===== src/rtl/mxn_pipe.sv =====
// -----------------------------------------------------------------------------
// mxn_pipe
//   NCH-input, WIDTH-bit multiplexer with a single registered output stage and
//   valid/ready handshakes on every channel. The channel is chosen either
//   directly from cmd (fixed mode) or by round-robin arbitration among the
//   channels currently presenting valid data.
//
// Ports
//   ck       clock, rising edge
//   nrst     asynchronous active-low reset
//   mode     0 = fixed select from cmd, 1 = round-robin
//   cmd      channel select in fixed mode
//   i        channel data, channel k at [k*WIDTH +: WIDTH]
//   i_valid  per-channel valid
//   i_ready  per-channel ready (combinational, zero while in reset)
//   q        registered output data
//   q_ch     index of the channel that produced q
//   q_valid  output valid
//   q_ready  downstream ready
// -----------------------------------------------------------------------------
module mxn_pipe #(
  parameter int WIDTH = 8,
  parameter int NCH   = 4,
  parameter int SELW  = 2
) (
  input  logic                 ck,
  input  logic                 nrst,
  input  logic                 mode,
  input  logic [SELW-1:0]      cmd,
  input  logic [NCH*WIDTH-1:0] i,
  input  logic [NCH-1:0]       i_valid,
  output logic [NCH-1:0]       i_ready,
  output logic [WIDTH-1:0]     q,
  output logic [SELW-1:0]      q_ch,
  output logic                 q_valid,
  input  logic                 q_ready
);

  logic [WIDTH-1:0] data_q, data_d;
  logic [SELW-1:0]  ch_q, ch_d;
  logic [SELW-1:0]  ptr_q, ptr_d;
  logic             valid_q, valid_d;

  logic             slot_ok;   // a channel is selected this cycle
  logic [SELW-1:0]  slot_idx;  // the selected channel
  logic [SELW-1:0]  cand;
  logic             stage_ready;
  logic             in_xfer;

  // Channel selection. In fixed mode the slot exists whenever cmd names a real
  // channel, even if that channel is idle, so i_ready[cmd] can be offered
  // ahead of i_valid. In round-robin mode only a valid channel can be chosen.
  // NOTE: every always_comb output gets a default first so no path leaves it
  // unassigned; otherwise synthesis infers a latch.
  always_comb begin
    slot_ok  = 1'b0;
    slot_idx = '0;
    cand     = '0;
    if (!mode) begin
      slot_idx = cmd;
      slot_ok  = (int'(cmd) < NCH);
    end else begin
      // Scan from the farthest offset down to zero so the channel nearest to
      // the pointer is the last one written and therefore wins.
      for (int off = NCH - 1; off >= 0; off--) begin
        cand = SELW'((int'(ptr_q) + off) % NCH);
        if (i_valid[cand]) begin
          slot_ok  = 1'b1;
          slot_idx = cand;
        end
      end
    end
  end

  assign stage_ready = ~valid_q | q_ready;
  assign in_xfer     = nrst & slot_ok & stage_ready & i_valid[slot_idx];

  always_comb begin
    i_ready = '0;
    if (nrst && slot_ok) i_ready[slot_idx] = stage_ready;
  end

  always_comb begin
    data_d  = data_q;
    ch_d    = ch_q;
    valid_d = valid_q;
    ptr_d   = ptr_q;
    if (in_xfer) begin
      data_d  = i[int'(slot_idx)*WIDTH +: WIDTH];
      ch_d    = slot_idx;
      valid_d = 1'b1;
      if (mode) ptr_d = (slot_idx == SELW'(NCH - 1)) ? '0 : slot_idx + 1'b1;
    end else if (valid_q && q_ready) begin
      // Drained with nothing behind it: data and channel keep their last value.
      valid_d = 1'b0;
    end
  end

  // NOTE: state registers use non-blocking assignment so every flop samples
  // the pre-edge values, independent of statement order.
  always_ff @(posedge ck or negedge nrst) begin
    if (!nrst) begin
      data_q  <= '0;
      ch_q    <= '0;
      valid_q <= 1'b0;
      ptr_q   <= '0;
    end else begin
      data_q  <= data_d;
      ch_q    <= ch_d;
      valid_q <= valid_d;
      ptr_q   <= ptr_d;
    end
  end

  assign q       = data_q;
  assign q_ch    = ch_q;
  assign q_valid = valid_q;

endmodule


===== config.mk =====
export PLATFORM = sky130hd
export DESIGN_NAME = mxn_pipe
export DESIGN_NICKNAME = d
export VERILOG_FILES = /design/src/rtl/mxn_pipe.sv
export SDC_FILE = /design/constraint.sdc
export NUM_CORES = 1
export LEC_CHECK = 0
export BUFFER_PORTS_ARGS = -buffer_cell sky130_fd_sc_hd__buf_2
export CAP_MARGIN = 30
export CORE_MARGIN = 2
export CORE_UTILIZATION = 25
export CTS_CLUSTER_DIAMETER = 40
export DETAILED_ROUTE_END_ITERATION = 16
export MAX_ROUTING_LAYER = met4
export PLACE_DENSITY = 0.62
export REMOVE_ABC_BUFFERS = 1
export SETUP_SLACK_MARGIN = 0.5
export SYNTH_ARGS = -nofsm -noshare
export SYNTH_HDL_FRONTEND = slang
export SYNTH_SLANG_ARGS = --single-unit

===== constraint.sdc =====
create_clock -name ck -period 4.9 [get_ports ck]
set_input_delay 0.98 -clock ck [delete_from_list [all_inputs] [get_ports ck]]
set_output_delay 0.98 -clock ck [all_outputs]
set_load 0.05 [all_outputs]

; Word-level counts from Yosys, hierarchy flattened
; Cells that the tools add are included.
[word_totals]
register_bits = 13
wordCells = 53
output_inout_bits = 15
in_bits = 42
[classes]
shift = 1
n_eq_ne = 1
order_cmp = 6
n_addsub = 4
bitwise = 6
n_reduce_logical = 5
n_mux = 26
[op_table]
columns = operator, n
row1 = variable part select 32 x 6 -> 8 bit, 1
row2 = "< comparator 2 x 3 -> 1 bit, second input constant", 5
row3 = 2-to-1 mux 1 bit, 13
row4 = 2-to-1 mux 2 bit, 6
row5 = binary-select mux 1 bit (select 2 bit), 5
row6 = "adder 2 x 1 -> 2 bit, second input constant", 2
row7 = "adder 2 bit, second input constant", 2
row8 = AND 4 bit, 1
row9 = 2-to-1 mux 4 bit, 1
row10 = AND 1 bit, 3
row11 = logical AND 1 bit, 3
row12 = demux 1 bit (select 2 bit), 1
row13 = "equality test 2 bit, second input constant", 1
row14 = "greater-or-equal comparator 2 x 1 -> 1 bit, second input constant", 1
row15 = AND reduction 2 bit, 1
row16 = nonzero test 2 bit, 1
row17 = inverter 1 bit, 1
row18 = bitwise OR 1 bit, 1

; Longest topological paths before layout
; Gate-level depths: netlist of the first run.
[logic_depth]
depth_word = 14
mapped_depth = 7
depth_no_buf = 7

; Least setup slack after synthesis of the first run
; OpenSTA, ideal clock, no wires.
[synth_path]
path_type = in2out
from = input port mode
to = output port i_ready[0]
t_arrival_ps = 3022
path_buffers = 2
required_ps = 3920
setup_slack_ps = 898
stages = 6
path_cell_list = mux2_4 a31o_2 o21a_1 buf_2 buf_2 nor3_1
[synth_via]
elab_chain_len = 7
elab_cells_between_ends = 10
cone_classes = order compare (2) / mux (5) / bitwise (1) / reduce/logical (2)
[synth_lines]
columns = element, line
row1 = from (decl), 28  ; input logic mode,
row2 = 2-to-1 mux 2 bit, 59  ; if (!mode) begin
row3 = < comparator 2 x 3 -> 1 bit (implied by the code) or greater-or-equal comparator 2 x 1 -> 1 bit (tied branches), 80  ; if (nrst && slot_ok) i_ready[slot_idx] = stage_ready;
row4 = logical AND 1 bit (implied by the code), 80
row5 = 2-to-1 mux 1 bit (implied by the code), 80
row6 = demux 1 bit (select 2 bit), 80
row7 = AND 4 bit (no source line), n/a
row8 = 2-to-1 mux 4 bit (*), 80
row9 = to (decl), 32  ; output logic [NCH-1:0] i_ready,
; Every way passes the cells marked *; elsewhere a longest branch is shown, timed or not.

; Worst setup path in the final report of the first run
[layout_path]
from = input port mode
to = output port i_ready[3]
; The elaborated chain is that of the path after synthesis.

==> flow_metrics.tcl, run 1 <==
set metrics [dict create \
    outcome "complete, no violations" \
    layout_min_cycle_time_ps 3480 \
    drc 0 \
    viasPerCell 4.96 \
    grt_util_met3 0.0253 \
    synth-seq-area-share 0.333 \
    clockRootBuffer "clkbuf_8" \
    cp_cell_sequence "buf_2 > mux2_4 > a31o_2 > o21a_1 > ha_1 > and2_1 > buf_2" \
    grt_usage 0.121 \
    path_max_fanout 10 \
    start_kind "primary input" \
    cts.sinks 13 \
    diodes 0 \
    async_reset_ff_frac 1.00 \
    hpwl_um 2020 \
    syn_avg_cell_area_um2 10.3 \
    cp_common_cell "buf_2" \
    hold_viol 0 \
    worst-endpoint-arrival_ps 2500 \
    grt_pass1_wl_um 4020 \
    worstReg2RegStart "ptr_q[1]" \
    synth_edf_count 0 \
    clock.fmax_ghz 0.287 \
    fp.coreArea_um2 3720 \
    worstMarginPinSlew_ps 670 \
    required_ps 3920 \
    irDropWorstVdd_uv 220 \
    dr.pass1.iters 4 \
    wl_um 2620 \
    grtUsageMet2 0.181 \
    end_kind "output port" \
    max_stage_delay_ps 300 \
    num_vias 991 \
    start_util 0.263 \
    multi_input_area_um2 608 \
    total_power_w 0.000721 \
    reg2reg_slack_ps 2510 \
    crit_buf_inv 2 \
    crit_start "mode" \
    overflow 0 \
    cts_inserted_buffers 3 \
    power.leakage_nw 0.673 \
    cpMaxStageDelayCell "mux2_4" \
    synth_top_flop_cell "dfrtp_1" \
    die-area_um2 4420 \
    drt.antenna.violating_nets 0 \
    hp-class "reg2reg" \
    antenna_found_initial 0 \
    num_rows 22 \
    synth_area_um2 977 \
    hold_start "q[3]" \
    cts_setup_buffers 0 \
    powerDensity_nw_per_um2 537 \
    io_buffers 56 \
    top_usage_layer "met2" \
    cap_violations 0 \
    instances_no_fill 200 \
    cts-resized-gates 0 \
    crit_family "compound AO/OA/AOI/OAI gates" \
    grt_max_degree 16 \
    worstSetupPathType "in2out" \
    fin_tns_setup_ps 0 \
    gp_congestion 0.779 \
    finClkSkew_ps 0.605 \
    cts_htree_levels 1 \
    drtIter0Drc 17 \
    synthToLayoutAreaGrowth_pct 37.5 \
    yosysUniqueCellTypes 35 \
    layout-drive-gt1-share 0.480 \
    dp_cells 196 \
    yosysWarnings 0 \
    grtUsageMet1 0.165 \
    period_share 0.710 \
    path_clk_slew_ps 50 \
    register_area_um2 325 \
    finalSetupViolCount 0 \
    slew_violations 0 \
    grt_pass1_vias 858 \
    die_h_um 66.5 \
    io_pins 57 \
    synth_seq_cells 13 \
    filler_cell_count 401 \
    postCtsHoldBufs 0 \
    cts_tree "yes" \
    maxSlewHeadroom 0.546 \
    wl_per_cell_um 13.1 \
    clockBufferDepth 2 \
    rsz0062_at_grt "false" \
    clk_latency_ps 240 \
    die_x_um 66.5 \
    final_net_count 196 \
    synth_cells 95 \
]
-- cell usage in the layout, fill, tap and decap left out, drive strengths merged, types with 2 or more instances in the layout --
| cell type | count |
|---|---|
| a21oi | 4 |
| nor2 | 4 |
| nor3 | 2 |
| dfrtp | 13 |
| o21a | 2 |
| nand2b | 3 |
| o221ai | 9 |
| o311a | 2 |
| mux2i | 17 |
| clkbuf | 4 |
| mux2 | 3 |
| inv | 4 |
| nand2 | 2 |
| o21ai | 12 |
| buf | 57 |
| a21boi | 2 |
-- path summary, 6_finish.rpt --
check / cells after the start / endpoint
setup / recovery: 7 / i_ready[3]
hold / removal: 2 / q[3]
setup reg to reg: 7 / q[4]
hold reg to reg: 2 / q[3]
max in group asynchronous: 1 / q[3]
min in group asynchronous: 1 / ptr_q[0]
-- cell families (layout without fill, tap and decap cells) --
family | after synthesis | count (layout) | share of synthesized area
AOI/OAI and AO/OA | 36 | 36 | 0.293
adders and majority gates | 1 | 1 | 0.0128
buffers and inverters | 8 | 65 | 0.0448
DFF | 13 | 13 | 0.333
muxes | 20 | 20 | 0.216
and+or+nand+nor | 17 | 17 | 0.0999
-- layer usage --
metal / vias up / wire length [um]
li1: 488 / -
met1: 456 / 1320
met2: 45 / 1100
met3: 2 / 177
met4: 0 / 27
met5: - / 0
-- flip-flops by register name (all words and copies together) (netlist names) --
signal	flops
q	8
ptr_q	2
q_ch	2
q_valid	1
-- power by group --
group / switching (W) / internal (W) / total [W]
Sequential: 0.0000313 / 0.000157 / 0.000188
Combinational: 0.000300 / 0.000138 / 0.000438
Clock: 0.0000370 / 0.0000573 / 0.0000944
Total: 0.000368 / 0.000353 / 0.000721
-- worst reg2reg max path, delay by kind of cell (launching register included) --
kind | cells | cell delay, ps
simple gates | 1 | 330
flops | 1 | 440
mux | 1 | 280
buf+inv | 1 | 280
compound gates | 4 | 960
-- synthesized netlist by cell type (all sizes together) (2+ instances only) --
library cell  number  area share
a21boi             2       0.027
a21oi              4       0.020
buf                4       0.027
dfrtp             13        0.33
inv                4       0.018
mux2               3       0.042
mux2i             17        0.17
nand2              2      0.0077
nand2b             3       0.019
nor2               4       0.018
nor3               2       0.010
o21a               2       0.015
o21ai             12       0.061
o221ai             9       0.087
o311a              2       0.022
-- metrics by stage --
step | hold slack [ps] | setup WS (ps) | util | instance area (um^2)
global placement | 481 | 1420 | 0.349 | 1300
detailed placement | 486 | 1400 | 0.349 | 1300
global route | 516 | 1340 | 0.362 | 1340
finish | 493 | 1420 | 0.362 | 1340
CTS | 499 | 1400 | 0.362 | 1340
floorplan | 553 | 778 | - | 951
-- final cells by class --
type,count,share of cell area
multi-input combinational,74,0.453
sequential,13,0.242
timing repair buffer,57,0.214
tap,48,0.0447
clock buffer,4,0.0335
inverter,4,0.0130
Note: power is estimated with default switching activity, not from simulation.
==> run 2, diff against run 1 <==
--- a/config.mk
+++ b/config.mk
@@ -5,6 +5,7 @@
 export SDC_FILE = /design/constraint.sdc
 export NUM_CORES = 1
 export LEC_CHECK = 0
+export ABC_AREA = 1
 export BUFFER_PORTS_ARGS = -buffer_cell sky130_fd_sc_hd__buf_2
 export CAP_MARGIN = 30
 export CORE_MARGIN = 2
@@ -12,7 +13,7 @@
 export CTS_CLUSTER_DIAMETER = 40
 export DETAILED_ROUTE_END_ITERATION = 16
 export MAX_ROUTING_LAYER = met4
-export PLACE_DENSITY = 0.62
+export PLACE_DENSITY = 0.58
 export REMOVE_ABC_BUFFERS = 1
 export SETUP_SLACK_MARGIN = 0.5
 export SYNTH_ARGS = -nofsm -noshare
==> constraint.sdc (replaced) <==
create_clock -name ck -period 3.3 [get_ports ck]
set_input_delay 0.66 -clock ck [delete_from_list [all_inputs] [get_ports ck]]
set_output_delay 0.66 -clock ck [all_outputs]
set_load 0.05 [all_outputs]
==> run 2 against run 1 <==
  * Clock-buffer cell count did not move
  * Combinational power rose to 3.1 times the previous value
  * Register-to-register slack got worse by 1600 ps
  * Clock power up 51%
  * Via count grew 52%
  * Largest cell class unchanged
==> flow_metrics.tcl, run 2 <==
set metrics [dict create \
    comb_power_share 0.750 \
    worstReg2RegStart "ptr_q[1]" \
    clock_power_share 0.079 \
    end_kind "output port" \
    r2r_cells 18 \
    cp_cell_sequence "inv_2 > nand2_2 > nand2_2 > nand2_2 > nand2_2 > inv_2 > nand2_2 > nand2_2 > nand2_2 > nand3_4 > nand2_8 > ha_4 > inv_2 > nor2_4 > buf_6" \
    synth_top_area_frac 0.244 \
    cts_inserted_buffers 3 \
    finalSetupViolCount 0 \
    slew_violations 0 \
    synth_area_um2 1330 \
    required_ps 2640 \
    max_stage_delay_ps 450 \
    rsz0062_at_grt "true" \
    hold_viol 0 \
    largest_reg_flops 8 \
    synth_cells 220 \
    overflow 0 \
    die_x_um 77.0 \
    syn_avg_cell_area_um2 6.06 \
    worstMarginPinSlew_ps 331 \
    synth_top_flop_cell "dfrtp_1" \
    p_int_w 0.000789 \
    clk_latency_ps 240 \
    cp_common_cell "nand2_2" \
    total_power_w 0.00181 \
    clock.fmax_ghz 0.372 \
    antenna_found_initial 0 \
    start_kind "register" \
    synth_edf_count 0 \
    io_pins 57 \
    synthToLayoutAreaGrowth_pct 43.1 \
    reg2reg_slack_ps 920 \
    powerDensity_nw_per_um2 949 \
    die_h_um 77.0 \
    num_vias 1505 \
    cpMaxStageDelayCell "dfrtp_2" \
    final_cell_mix "nand2_1, buf_2, inv_1" \
    p_switching_w 0.00102 \
    die-area_um2 5930 \
    grt_pass1_vias 1399 \
    swShare 0.564 \
    num_rows 26 \
    yosysWarnings 0 \
    synth_top_cells_by_count "nand2_1, inv_1, nand3_1" \
    gp_congestion 0.781 \
    r2r-end "q_ch[1]" \
    finClkSkew_ps 2.96 \
    seq_power_share 0.171 \
    cts.sinks 13 \
    final_net_count 332 \
    grt_max_degree 17 \
    wl_per_cell_um 10.7 \
    drc 0 \
    hpwl_um 2900 \
    outcome "complete, no violations" \
    path_max_fanout 6 \
    fp.coreArea_um2 5140 \
    yosysUniqueCellTypes 23 \
    maxSlewHeadroom 0.780 \
    layout_min_cycle_time_ps 2690 \
    path_clk_slew_ps 60 \
    dr.pass1.iters 4 \
    grt_pass1_wl_um 6350 \
    worst-endpoint-arrival_ps 2030 \
    cts_tree "yes" \
    layout_commonest_cell "nand2_1" \
    viasPerCell 4.20 \
    synth_most_common_cell "nand2_1" \
    wl_um 3820 \
    synth_seq_cells 13 \
    irDropWorstVdd_uv 467 \
    async_reset_ff_frac 1.00 \
    worstSetupPathType "reg2out" \
    period_share 0.815 \
    diodes 0 \
    final_util 0.371 \
    clockRootBuffer "clkbuf_8" \
    power.leakage_nw 1.13 \
    hp-class "in2async" \
    grt_usage 0.132 \
    cts_htree_levels 1 \
    synth-seq-area-share 0.244 \
    drtIter0Drc 52 \
    cap_violations 0 \
    synth.area.top_cells "dfrtp_1, nand2_1, inv_1" \
    start_util 0.259 \
    clockBufferDepth 2 \
    layout-drive-gt1-share 0.451 \
    io_buffers 56 \
    yosysTopAreaCell "dfrtp_1" \
    drt.antenna.violating_nets 0 \
]
-- run 2: kinds of logic (layout without fill, tap and decap cells) --
kind of cell,Yosys count,in the layout,share of synthesized area
fa+ha+maj,1,1,0.00939
simple gates,143,143,0.507
buf+inv,50,118,0.187
flops,13,13,0.244
compound gates,13,13,0.0526
-- run 2: power groups by stage --
stage | Combinational [W] | Clock [W] | Sequential [W]
6_report | 0.00136 | 0.000143 | 0.000309
3_3_place_gp | 0.00113 | 0 | 0.000310
5_1_grt | 0.00150 | 0.000158 | 0.000320
3_5_place_dp | 0.00114 | 0 | 0.000308
2_1_floorplan | 0.000655 | 0 | 0.000506
4_1_cts | 0.00116 | 0.000148 | 0.000308
-- run 2: cell type report --
cell class	count	area, um^2
fillers	604	3230
multi-input cells	157	842
repair buffers	72	422
flip-flops and latches	13	328
inverters	41	174
well taps	70	87.6
clock buffers	4	45.0
repair inverters	1	8.76
-- run 2: metal layers --
layer | wire, um | vias up | track usage
met4 | 15 | 0 | 0.0214
met3 | 185 | 2 | 0.0200
met2 | 1770 | 48 | 0.213
met1 | 1850 | 656 | 0.178
met5 | 0 | - | -
li1 | - | 799 | -
-- run 2: worst max path at each step --
| stage | startpoint | endpoint | slack (ps) | cells past startpoint |
|---|---|---|---|---|
| 2_1_floorplan | i_valid[1] | i_ready[1] | -10 | 12 |
| 3_3_place_gp | i_valid[1] | i_ready[3] | 380 | 13 |
| 3_5_place_dp | i_valid[1] | i_ready[3] | 350 | 13 |
| 4_1_cts | ptr_q[0] | i_ready[3] | 460 | 15 |
| 5_1_grt | ptr_q[1] | i_ready[3] | 470 | 15 |
| 6_report | ptr_q[1] | i_ready[3] | 610 | 15 |
-- run 2: critical path: cells and delay by family (launching register included) --
| family | cells | cell delay (ps) |
|---|---|---|
| adders and majority gates | 1 | 130 |
| buffers and inverters | 4 | 370 |
| DFF | 1 | 450 |
| and+or+nand+nor | 10 | 810 |
-- run 2: through the flow --
| stage | std cells | instance area (um^2) | setup WS (ps) | setup TNS [ps] | hold WS [ps] |
|---|---|---|---|---|---|
| finish | 358 | 1910 | 610 | 0 | 307 |
| global route | 358 | 1910 | 471 | 0 | 330 |
| CTS | 345 | 1700 | 457 | 0 | 315 |
| detailed placement | 341 | 1640 | 353 | 0 | 483 |
| global placement | 341 | 1640 | 384 | 0 | 470 |
| floorplan | 211 | 1240 | -13.5 | -13.5 | 364 |
-- run 2: timing repair --
item / in CTS / in global routing
pin swaps: 0 / 9
hold buffers: 0 / 0
cloned: 0 / 1
buffers inserted: 0 / 12
resized for setup: 7 / 29
endpoints found under the setup margin: 4 / 4
==> run 3, diff against run 2 <==
--- a/config.mk
+++ b/config.mk
@@ -5,7 +5,7 @@
 export SDC_FILE = /design/constraint.sdc
 export NUM_CORES = 1
 export LEC_CHECK = 0
-export ABC_AREA = 1
+export ABC_AREA = 0
 export BUFFER_PORTS_ARGS = -buffer_cell sky130_fd_sc_hd__buf_2
 export CAP_MARGIN = 30
 export CORE_MARGIN = 2
@@ -13,7 +13,7 @@
 export CTS_CLUSTER_DIAMETER = 40
 export DETAILED_ROUTE_END_ITERATION = 16
 export MAX_ROUTING_LAYER = met4
-export PLACE_DENSITY = 0.58
+export PLACE_DENSITY = 0.64
 export REMOVE_ABC_BUFFERS = 1
 export SETUP_SLACK_MARGIN = 0.5
 export SYNTH_ARGS = -nofsm -noshare
==> constraint.sdc (replaced) <==
create_clock -name ck -period 2.3 [get_ports ck]
set_input_delay 0.46 -clock ck [delete_from_list [all_inputs] [get_ports ck]]
set_output_delay 0.46 -clock ck [all_outputs]
set_load 0.05 [all_outputs]
==> run 3 against run 2 <==
  * Clock power increased by 48%
  * Highest routed layer unchanged
  * Total power fell by 1.8%
  * Wire length is 22% lower
  * Clock-buffer cell count unchanged
  * Register-to-register slack got worse by 890 ps
  * Combinational power shrank 15%
  * Setup slack got worse by 600 ps
  * Global-route usage increased by 1.7 points
  * Die area down 25%
==> flow_metrics.tcl, run 3 (synthesis gave the netlist of run 1 again) <==
set metrics [dict create \
    dr.pass1.iters 4 \
    fin_tns_setup_ps 0 \
    cts_inserted_buffers 3 \
    finalSetupViolCount 0 \
    required_ps 1840 \
    largest_reg_flops 8 \
    hp-class "in2async" \
    seq_power_share 0.232 \
    power.leakage_nw 0.783 \
    swShare 0.498 \
    multi_input_area_um2 717 \
    register_area_um2 327 \
    num_rows 22 \
    p_switching_w 0.000885 \
    maxSlewHeadroom 0.792 \
    gp_congestion 0.841 \
    top_usage_layer "met2" \
    fp.coreArea_um2 3720 \
    die_x_um 66.5 \
    viasPerCell 4.88 \
    comb_power_share 0.649 \
    die-area_um2 4420 \
    wl_per_cell_um 13.7 \
    hpwl_um 2250 \
    cts_htree_levels 1 \
    holdWs_ps 39.0 \
    final_cell_mix "buf_2, mux2i_1, buf_4" \
    cap_violations 0 \
    postCtsHoldBufs 0 \
    clockRootBuffer "clkbuf_8" \
    final_net_count 214 \
    wl_um 2990 \
    period_share 0.994 \
    instances_no_fill 218 \
    outcome "complete, no violations" \
    grt_max_degree 11 \
    drt.antenna.violating_nets 0 \
    drc 0 \
    filler_cell_count 358 \
    finClkSkew_ps 8.76 \
    die_h_um 66.5 \
    grt_usage 0.149 \
    grt_pass1_wl_um 4840 \
    cts_tree "yes" \
    clock.fmax_ghz 0.438 \
    io_buffers 56 \
    clock_power_share 0.119 \
    grtUsageMet2 0.226 \
    drtIter0Drc 20 \
    worst-endpoint-arrival_ps 1830 \
    grtUsageMet1 0.199 \
    path_max_fanout 6 \
    clockBufferDepth 2 \
    num_vias 1063 \
    layout_commonest_cell "buf_2" \
    start_kind "register" \
    synthToLayoutAreaGrowth_pct 66.7 \
    grt_pass1_vias 1012 \
    io_pins 57 \
    hold_viol 0 \
    p_int_w 0.000892 \
    powerDensity_nw_per_um2 1090 \
    overflow 0 \
    antenna_found_initial 0 \
    diodes 0 \
    layout_min_cycle_time_ps 2290 \
    slew_violations 0 \
    worstSetupPathType "reg2out" \
    layout-drive-gt1-share 0.659 \
    path_clk_slew_ps 60 \
    end_kind "output port" \
    clk_latency_ps 250 \
    rsz0062_at_grt "true" \
    dp_cells 209 \
    worstMarginPinSlew_ps 312 \
    grt_util_met3 0.0253 \
    cts.sinks 13 \
    start_util 0.263 \
    irDropWorstVdd_uv 556 \
]
run 3: changes by cell type in the layout (fill, tap and decap cells not counted), sizes merged, moves of 3 or more:
cell and delta:
nand2b +3, mux2i +17, a21oi +4, buf +3, o221ai +9, nand2 -103, inv -37, nand3 -26
mux2 +3
run 3: through the flow:
stage	utilization	cell area, um^2	power, W	setup WS (ps)
after global placement	0.376	1400	0.00139	63.8
after CTS	0.429	1600	0.00175	17.6
final	0.438	1630	0.00178	14.9
after detailed placement	0.376	1400	0.00140	54.1
after global routing	0.438	1630	0.00189	-41.4
after floorplan	-	951	0.00111	-782
run 3: worst paths after layout:
| kind | cells after the start | endpoint | startpoint | slack (ps) |
|---|---|---|---|---|
| setup reg to reg | 9 | q[0] | ptr_q[1] | 30 |
| hold / removal | 1 | q_valid | nrst | 40 |
| min in group ck | 2 | q[4] | q[4] | 490 |
| max in group asynchronous | 2 | ptr_q[1] | nrst | 1880 |
| hold reg to reg | 2 | q[4] | q[4] | 490 |
| setup / recovery | 7 | i_ready[3] | ptr_q[1] | 10 |
run 3: power groups by stage:
stage	registers, W	logic, W	clock network (W)
after floorplan	0.000718	0.000394	0
after global placement	0.000401	0.000991	0
after detailed placement	0.000401	0.00100	0
after CTS	0.000401	0.00113	0.000218
after global routing	0.000428	0.00123	0.000231
final	0.000412	0.00115	0.000211
run 3: area by class of cell:
class | count | area share
multi-input combinational | 74 | 0.440
timing repair buffer | 75 | 0.284
sequential | 13 | 0.200
tap | 48 | 0.0369
clock buffer | 4 | 0.0276
inverter | 4 | 0.0108
run 3: metal layers:
metal,share of wire,vias up
met5,0,-
li1,-,521
met1,0.44,489
met3,0.075,6
met4,0.020,0
met2,0.46,47
run 3: what timing repair did:
item | CTS | global route
pin swaps | 14 | 0
setup buffers | 5 | 0
resized for setup | 26 | 9
setup endpoints to repair | 15 | 15
run 3: critical path: stages, from the launching register on:
cell	delay, ps
dfrtp_2	450
or3b_1	370
o221ai_2	80
mux2_4	220
inv_4	50
ha_4	140
and2_4	130
buf_8	140
